==> config.mk <==
export PLATFORM = sky130hd
export DESIGN_NAME = clock_key_fsm
export DESIGN_NICKNAME = d
export VERILOG_FILES = /design/src/rtl/clock_pkg.sv /design/src/rtl/clock_key_buffer.sv /design/src/rtl/clock_key_fsm.sv
export SDC_FILE = /design/constraint.sdc
export NUM_CORES = 1
export LEC_CHECK = 0
export CORE_ASPECT_RATIO = 0.9
export CORE_MARGIN = 4
export CORE_UTILIZATION = 51
export CTS_CLUSTER_DIAMETER = 100
export DETAILED_ROUTE_END_ITERATION = 16
export PLACE_DENSITY = 0.83
export SLEW_MARGIN = 20
export SYNTH_ARGS = -nofsm -noshare
export SYNTH_HDL_FRONTEND = slang
export SYNTH_SLANG_ARGS = --single-unit
export TNS_END_PERCENT = 5
==> constraint.sdc <==
create_clock -name clk -period 4.69 [get_ports clk]
set_input_delay 0.938 -clock clk [delete_from_list [all_inputs] [get_ports clk]]
set_output_delay 0.938 -clock clk [all_outputs]
set_load 0.01 [all_outputs]
==> src/rtl/clock_pkg.sv <==
// Shared types and constants for the alarm-clock keypad sequencer.
package clock_pkg;

  localparam int DIGIT_W             = 4;
  localparam int TIMEOUT_SEC_DEFAULT = 10;

  localparam logic [DIGIT_W-1:0] KEY_AMPM   = 4'hA;
  localparam logic [DIGIT_W-1:0] KEY_CANCEL = 4'hF;

  typedef enum logic [2:0] {
    ST_IDLE       = 3'd0,
    ST_KEY_ENTRY  = 3'd1,
    ST_SHOW_ALARM = 3'd2,
    ST_LOAD_TIME  = 3'd3,
    ST_LOAD_ALARM = 3'd4
  } state_e;

  // Operation applied to the entry buffer on the next clock edge.
  typedef enum logic [2:0] {
    BUF_HOLD   = 3'd0,
    BUF_CLEAR  = 3'd1,
    BUF_FIRST  = 3'd2,
    BUF_SHIFT  = 3'd3,
    BUF_TOGGLE = 3'd4
  } buf_op_e;

endpackage

==> src/rtl/clock_key_buffer.sv <==
// Entry buffer: four BCD digits plus AM flag, with a combinational
// validity flag for the hh:mm value currently held.
module clock_key_buffer
  import clock_pkg::*;
(
  input  logic               clk,
  input  logic               reset_n,
  input  buf_op_e            op,
  input  logic [DIGIT_W-1:0] digit,
  output logic [DIGIT_W-1:0] ls_min,
  output logic [DIGIT_W-1:0] ms_min,
  output logic [DIGIT_W-1:0] ls_hr,
  output logic [DIGIT_W-1:0] ms_hr,
  output logic               am,
  output logic               valid
);

  logic [DIGIT_W-1:0] ls_min_q, ls_min_d;
  logic [DIGIT_W-1:0] ms_min_q, ms_min_d;
  logic [DIGIT_W-1:0] ls_hr_q,  ls_hr_d;
  logic [DIGIT_W-1:0] ms_hr_q,  ms_hr_d;
  logic               am_q,     am_d;
  logic [7:0]         hour;

  // Buffer next value: first digit restarts the entry, later digits shift in.
  always_comb begin
    ls_min_d = ls_min_q;
    ms_min_d = ms_min_q;
    ls_hr_d  = ls_hr_q;
    ms_hr_d  = ms_hr_q;
    am_d     = am_q;
    case (op)
      BUF_CLEAR: begin
        ls_min_d = '0;
        ms_min_d = '0;
        ls_hr_d  = '0;
        ms_hr_d  = '0;
        am_d     = 1'b0;
      end
      BUF_FIRST: begin
        ls_min_d = digit;
        ms_min_d = '0;
        ls_hr_d  = '0;
        ms_hr_d  = '0;
        am_d     = 1'b0;
      end
      BUF_SHIFT: begin
        ms_hr_d  = ls_hr_q;
        ls_hr_d  = ms_min_q;
        ms_min_d = ls_min_q;
        ls_min_d = digit;
      end
      BUF_TOGGLE: am_d = ~am_q;
      default: ;
    endcase
  end

  // Buffer registers.
  always_ff @(posedge clk or negedge reset_n) begin
    if (!reset_n) begin
      ls_min_q <= '0;
      ms_min_q <= '0;
      ls_hr_q  <= '0;
      ms_hr_q  <= '0;
      am_q     <= 1'b0;
    end else begin
      ls_min_q <= ls_min_d;
      ms_min_q <= ms_min_d;
      ls_hr_q  <= ls_hr_d;
      ms_hr_q  <= ms_hr_d;
      am_q     <= am_d;
    end
  end

  // Entry is a legal 12-hour time: hour 01..12, minutes 00..59.
  always_comb begin
    hour  = 8'(ms_hr_q) * 8'd10 + 8'(ls_hr_q);
    valid = (ms_hr_q <= 4'd1) && (ls_hr_q <= 4'd9) &&
            (hour >= 8'd1) && (hour <= 8'd12) &&
            (ms_min_q <= 4'd5) && (ls_min_q <= 4'd9);
  end

  assign ls_min = ls_min_q;
  assign ms_min = ms_min_q;
  assign ls_hr  = ls_hr_q;
  assign ms_hr  = ms_hr_q;
  assign am     = am_q;

endmodule

==> src/rtl/clock_key_fsm.sv <==
// Keypad/button sequencer for the alarm clock. Collects digits into the
// entry buffer, validates them and issues one-cycle load strobes.
// Optional build macro KEY_TIMEOUT_EN: abandon an entry after TIMEOUT_SEC
// one_second ticks without a key.
//
// state          | meaning
// ---------------+-------------------------------------------------
// ST_IDLE        | waiting for a first digit or the alarm button
// ST_KEY_ENTRY   | collecting digits / AM toggle, entry displayed
// ST_SHOW_ALARM  | alarm time displayed while alarm_button is held
// ST_LOAD_TIME   | load_new_c strobe (one cycle)
// ST_LOAD_ALARM  | load_new_a strobe (one cycle), then show alarm
module clock_key_fsm
  import clock_pkg::*;
#(
  parameter int TIMEOUT_SEC = TIMEOUT_SEC_DEFAULT
) (
  input  logic               clk,
  input  logic               reset_n,
  input  logic [DIGIT_W-1:0] key,
  input  logic               key_valid,
  input  logic               time_button,
  input  logic               alarm_button,
  input  logic               one_second,
  output logic [DIGIT_W-1:0] new_time_ls_min,
  output logic [DIGIT_W-1:0] new_time_ms_min,
  output logic [DIGIT_W-1:0] new_time_ls_hr,
  output logic [DIGIT_W-1:0] new_time_ms_hr,
  output logic               new_time_AM,
  output logic               show_new_time,
  output logic               show_a,
  output logic               load_new_c,
  output logic               load_new_a,
  output logic               load_err
);

  state_e  state_q, state_d;
  buf_op_e buf_op;
  logic    load_err_q, load_err_d;
  logic    buf_valid;
  logic    key_is_digit;
  logic    timeout_hit;

  assign key_is_digit = (key <= 4'd9);

  clock_key_buffer u_buffer (
    .clk     (clk),
    .reset_n (reset_n),
    .op      (buf_op),
    .digit   (key),
    .ls_min  (new_time_ls_min),
    .ms_min  (new_time_ms_min),
    .ls_hr   (new_time_ls_hr),
    .ms_hr   (new_time_ms_hr),
    .am      (new_time_AM),
    .valid   (buf_valid)
  );

`ifdef KEY_TIMEOUT_EN
  localparam int TMR_W = $clog2(TIMEOUT_SEC + 1);

  logic [TMR_W-1:0] timer_q, timer_d;
  logic             key_restart;

  // Any key that lands in the buffer restarts the inactivity window.
  assign key_restart = (buf_op == BUF_FIRST) || (buf_op == BUF_SHIFT) ||
                       (buf_op == BUF_TOGGLE);

  // Terminal count is the tick that would take the counter from 1 to 0.
  assign timeout_hit = (state_q == ST_KEY_ENTRY) && one_second &&
                       (timer_q == TMR_W'(1));

  // Inactivity down-counter, decremented by one_second while entering.
  always_comb begin
    timer_d = timer_q;
    if (key_restart)
      timer_d = TMR_W'(TIMEOUT_SEC);
    else if ((state_q == ST_KEY_ENTRY) && one_second && (timer_q != '0))
      timer_d = timer_q - TMR_W'(1);
  end

  // Inactivity counter register.
  always_ff @(posedge clk or negedge reset_n) begin
    if (!reset_n) timer_q <= '0;
    else          timer_q <= timer_d;
  end
`else
  logic unused_one_second;
  localparam int unused_timeout_sec = TIMEOUT_SEC;

  assign unused_one_second = one_second;
  assign timeout_hit       = 1'b0;
`endif

  // State and error-pulse registers.
  always_ff @(posedge clk or negedge reset_n) begin
    if (!reset_n) begin
      state_q    <= ST_IDLE;
      load_err_q <= 1'b0;
    end else begin
      state_q    <= state_d;
      load_err_q <= load_err_d;
    end
  end

  // Next state and buffer operation; priority time > alarm > key > timeout.
  always_comb begin
    state_d    = state_q;
    buf_op     = BUF_HOLD;
    load_err_d = 1'b0;
    case (state_q)
      ST_IDLE: begin
        if (alarm_button) begin
          state_d = ST_SHOW_ALARM;
        end else if (key_valid && key_is_digit) begin
          state_d = ST_KEY_ENTRY;
          buf_op  = BUF_FIRST;
        end
      end
      ST_KEY_ENTRY: begin
        if (time_button) begin
          if (buf_valid) begin
            state_d = ST_LOAD_TIME;
          end else begin
            state_d    = ST_IDLE;
            load_err_d = 1'b1;
          end
        end else if (alarm_button) begin
          if (buf_valid) begin
            state_d = ST_LOAD_ALARM;
          end else begin
            state_d    = ST_IDLE;
            load_err_d = 1'b1;
          end
        end else if (key_valid) begin
          if (key_is_digit) begin
            buf_op = BUF_SHIFT;
          end else if (key == KEY_AMPM) begin
            buf_op = BUF_TOGGLE;
          end else if (key == KEY_CANCEL) begin
            buf_op  = BUF_CLEAR;
            state_d = ST_IDLE;
          end
        end else if (timeout_hit) begin
          buf_op  = BUF_CLEAR;
          state_d = ST_IDLE;
        end
      end
      ST_LOAD_TIME:  state_d = ST_IDLE;
      // Land in SHOW_ALARM so a still-held button does not re-commit.
      ST_LOAD_ALARM: state_d = ST_SHOW_ALARM;
      ST_SHOW_ALARM: begin
        if (!alarm_button) state_d = ST_IDLE;
      end
      default: state_d = ST_IDLE;
    endcase
  end

  // Outputs decoded from registered state only.
  always_comb begin
    show_new_time = (state_q == ST_KEY_ENTRY) || (state_q == ST_LOAD_TIME) ||
                    (state_q == ST_LOAD_ALARM);
    show_a        = (state_q == ST_SHOW_ALARM);
    load_new_c    = (state_q == ST_LOAD_TIME);
    load_new_a    = (state_q == ST_LOAD_ALARM);
    load_err      = load_err_q;
  end

endmodule

==> metrics <==
hold depth 1; wire length on met3 116 microns; RePlAce Congestion 0.733; Post-DRT Antenna Nets 0; TritonCTS clock tree yes; DRT iter0 DRCs 33; unrepaired setup endpoints after global routing no; CP max FO 8; CTS sink cnt 21; global-route wire length before repair 4660 microns; CP Capture Type primary output; drt via density 6.16; Max Used Layer met4; leakage 0.695 nW; primary flip-flop cell chosen by synthesis mapping dfrtp_1; CTS hold repair buffers 0; Syn Std Cell Area 1230 sq um; worst skew pair latency 310 ps; MaxCap Viol Count 0; Clk pwr share 26.1%; Critical Path Source state_q[2]; sequential power share 56.7%; maximum buffer depth of the clock tree 2; Starting Density 54.8%; outcome finished, final reports clean; final setup vio count 0; R2R Path Start u_buffer.ms_hr[3]; worst r2r dst state_q[1]; Worst-Margin Slew 934 ps; fmax 369 MHz; number of global-route vias before repair 994; Die X 59.7 microns; r2r worst-path depth 7; arrival time worst endpoint 1770 ps; register bit count reported by yosys 21; initial antenna violation count 0; io pins 32; NumNets Final 161; syn_area_per_cell 11.2 sq um; Cells after DPL 163; part of the cycle the worst path needs 57.8%; Remaining DRCs 0; core area 2240 sq um; Synth Warn # 0; min Tclk post-route 2710 ps; Layout area overhead 26.7%; Core Util, Final 69.4%; CTS Buf Count 3; Vias 1,028; H-tree levels 1; non-filler cells, final 167; Comb power frac 17.2%; Required @ worst endpoint 3750 ps; wl on met1 1230 microns; Die Area 3260 sq um; max_slew headroom 37.6%; Post-CTS Repair Setup Buffers 0; Post-synth EDFFs 0; Hold EP u_buffer.ls_hr[0]; wire length on met2 1320 microns; Pre-antenna DRT Iters 4; Final Hold Fails 0; Clock transition at path regs 130 ps; R2R Setup Slk 2150 ps; sequential area share after synthesis 42.8%; critical path class flip-flop to primary output; asr flop ratio synth 100%; VDD IR max 288 uV; Routed WL 2680 microns; global route overflow 0; layout cells sized above 1 9.29%; Power per Cell Area 228 nW/um^2; Switch Pwr 0.0976 mW; Site Rows 16; Die Ht 54.6 microns; Switching Share 27.5%; DR WL/cell 16.0 microns; count of input and output buffers 30; Tot GR Track Use 19.3%; setup_tns 0 ps; library cells used by synthesis 42; HPWL Detailed 2030 microns; cells resized by post-CTS repair 0; diode count 0; worst hold path type flip-flop to flip-flop; hold_sp u_buffer.ms_min[0]; final count of pins violating max slew 0; Root Buffer clkbuf_4; Cells after Synth 110; Synthesized Nets 130; crit start category flip-flop; clock skew 4.58 ps; Pint 0.258 mW; largest net degree at the start of global routing 22; Fin Hold WS 535 ps
-- per-stage QoR --
| stage | worst slack [ps] | cell area [sq um] | power [mW] |
|---|---|---|---|
| 5_1_grt | 1850 | 1560 | 0.372 |
| 3_3_place_gp | 1910 | 1530 | 0.265 |
| 4_1_cts | 1970 | 1560 | 0.357 |
| 2_1_floorplan | 2340 | 1230 | 0.229 |
| 3_5_place_dp | 1870 | 1530 | 0.266 |
| 6_report | 1980 | 1560 | 0.355 |
-- Yosys cell counts, types with 2 or more instances --
library cell | n | area (sq um)
nand4_1 | 3 | 18.8
nor2_1 | 2 | 7.51
nand2_1 | 2 | 7.51
a22o_1 | 13 | 114
buf_2 | 2 | 10.0
ha_1 | 8 | 100
o22ai_1 | 2 | 12.5
fa_1 | 2 | 40.0
a21oi_1 | 5 | 25.0
o21bai_1 | 3 | 22.5
inv_1 | 8 | 30.0
nor4_1 | 2 | 12.5
a211oi_1 | 2 | 15.0
a22o_2 | 3 | 30.0
dfrtp_1 | 21 | 526
nor3b_1 | 3 | 22.5
o21ai_0 | 4 | 20.0
-- state kept, by name, summed over array words and instances, names as in the netlist --
register,cells
load_err,1
state_q,3
u_buffer.am,1
u_buffer.ls_hr,4
u_buffer.ls_min,4
u_buffer.ms_hr,4
u_buffer.ms_min,4
-- area by class of cell --
class                   instances  area [sq um]
well taps                      27          33.8
clock inverters                 1          7.51
multi-input cells              77           637
repair buffers                 30           300
flip-flops and latches         21           526
fillers                       201           686
clock buffers                   3          22.5
inverters                       8          30.0
-- critical path, stage by stage (launching register included) --
cell             delay, ps
dfrtp_1                520
nor3b_1                260
o21bai_1               140
clkdlybuf4s50_1        550
-- placed cells by master, fill, tap and decap left out, drive strengths merged --
cell type      netlist  final
a211o                1      1
or3b                 2      2
nor3b                3      3
a311o                1      1
inv                  8      8
fa                   2      2
nand3                1      1
or3                  1      1
o22ai                2      2
and3                 2      2
a22o                16     16
a221o                1      1
and4                 1      1
dfrtp               21     21
o21ai                5      5
o21bai               3      3
o211ai               1      1
o2111ai              1      1
nand4                3      3
or2                  1      1
xnor2                1      1
nor2                 2      2
mux2i                1      1
o2bb2ai              1      1
clkdlybuf4s50        0     30
nor4                 2      2
ha                   8      8
a211oi               2      2
clkbuf               0      3
a21boi               1      1
nand2                2      2
a31o                 1      1
and4b                1      1
nor2b                1      1
clkinvlp             0      1
xor2                 1      1
nor3                 1      1
a21oi                5      5
-- worst max path at each step --
stage,to,depth (start not counted)
2_1_floorplan,state_q[0],7
3_3_place_gp,u_buffer.ms_hr[1],5
6_report,show_new_time,3
4_1_cts,load_new_c,3
5_1_grt,load_new_c,3
3_5_place_dp,u_buffer.ms_hr[2],5
-- power by group through the flow --
stage          clock network, mW  registers [mW]  logic [mW]
2_1_floorplan                  0           0.206      0.0225
3_3_place_gp                   0           0.205      0.0600
3_5_place_dp                   0           0.205      0.0613
4_1_cts                   0.0939           0.201      0.0618
5_1_grt                    0.101           0.204      0.0672
6_report                  0.0928           0.201      0.0610
-- cell families after synthesis --
group / synth area share, %
buffers and inverters: 5.40
multiplexers: 0.815
adder cells (fa/ha/maj): 11.4
XOR/XNOR: 1.43
AO/OA/AOI/OAI: 25.7
AND/OR/NAND/NOR: 12.5
flip-flops: 42.8
-- metal layers --
| metal | global-route usage (%) | vias up |
|---|---|---|
| met5 | 0 | - |
| met4 | 5.54 | 0 |
| met3 | 2.83 | 2 |
| met2 | 32.7 | 31 |
| met1 | 25.8 | 507 |
| li1 | - | 488 |
Power figures use the tool's default switching activity.
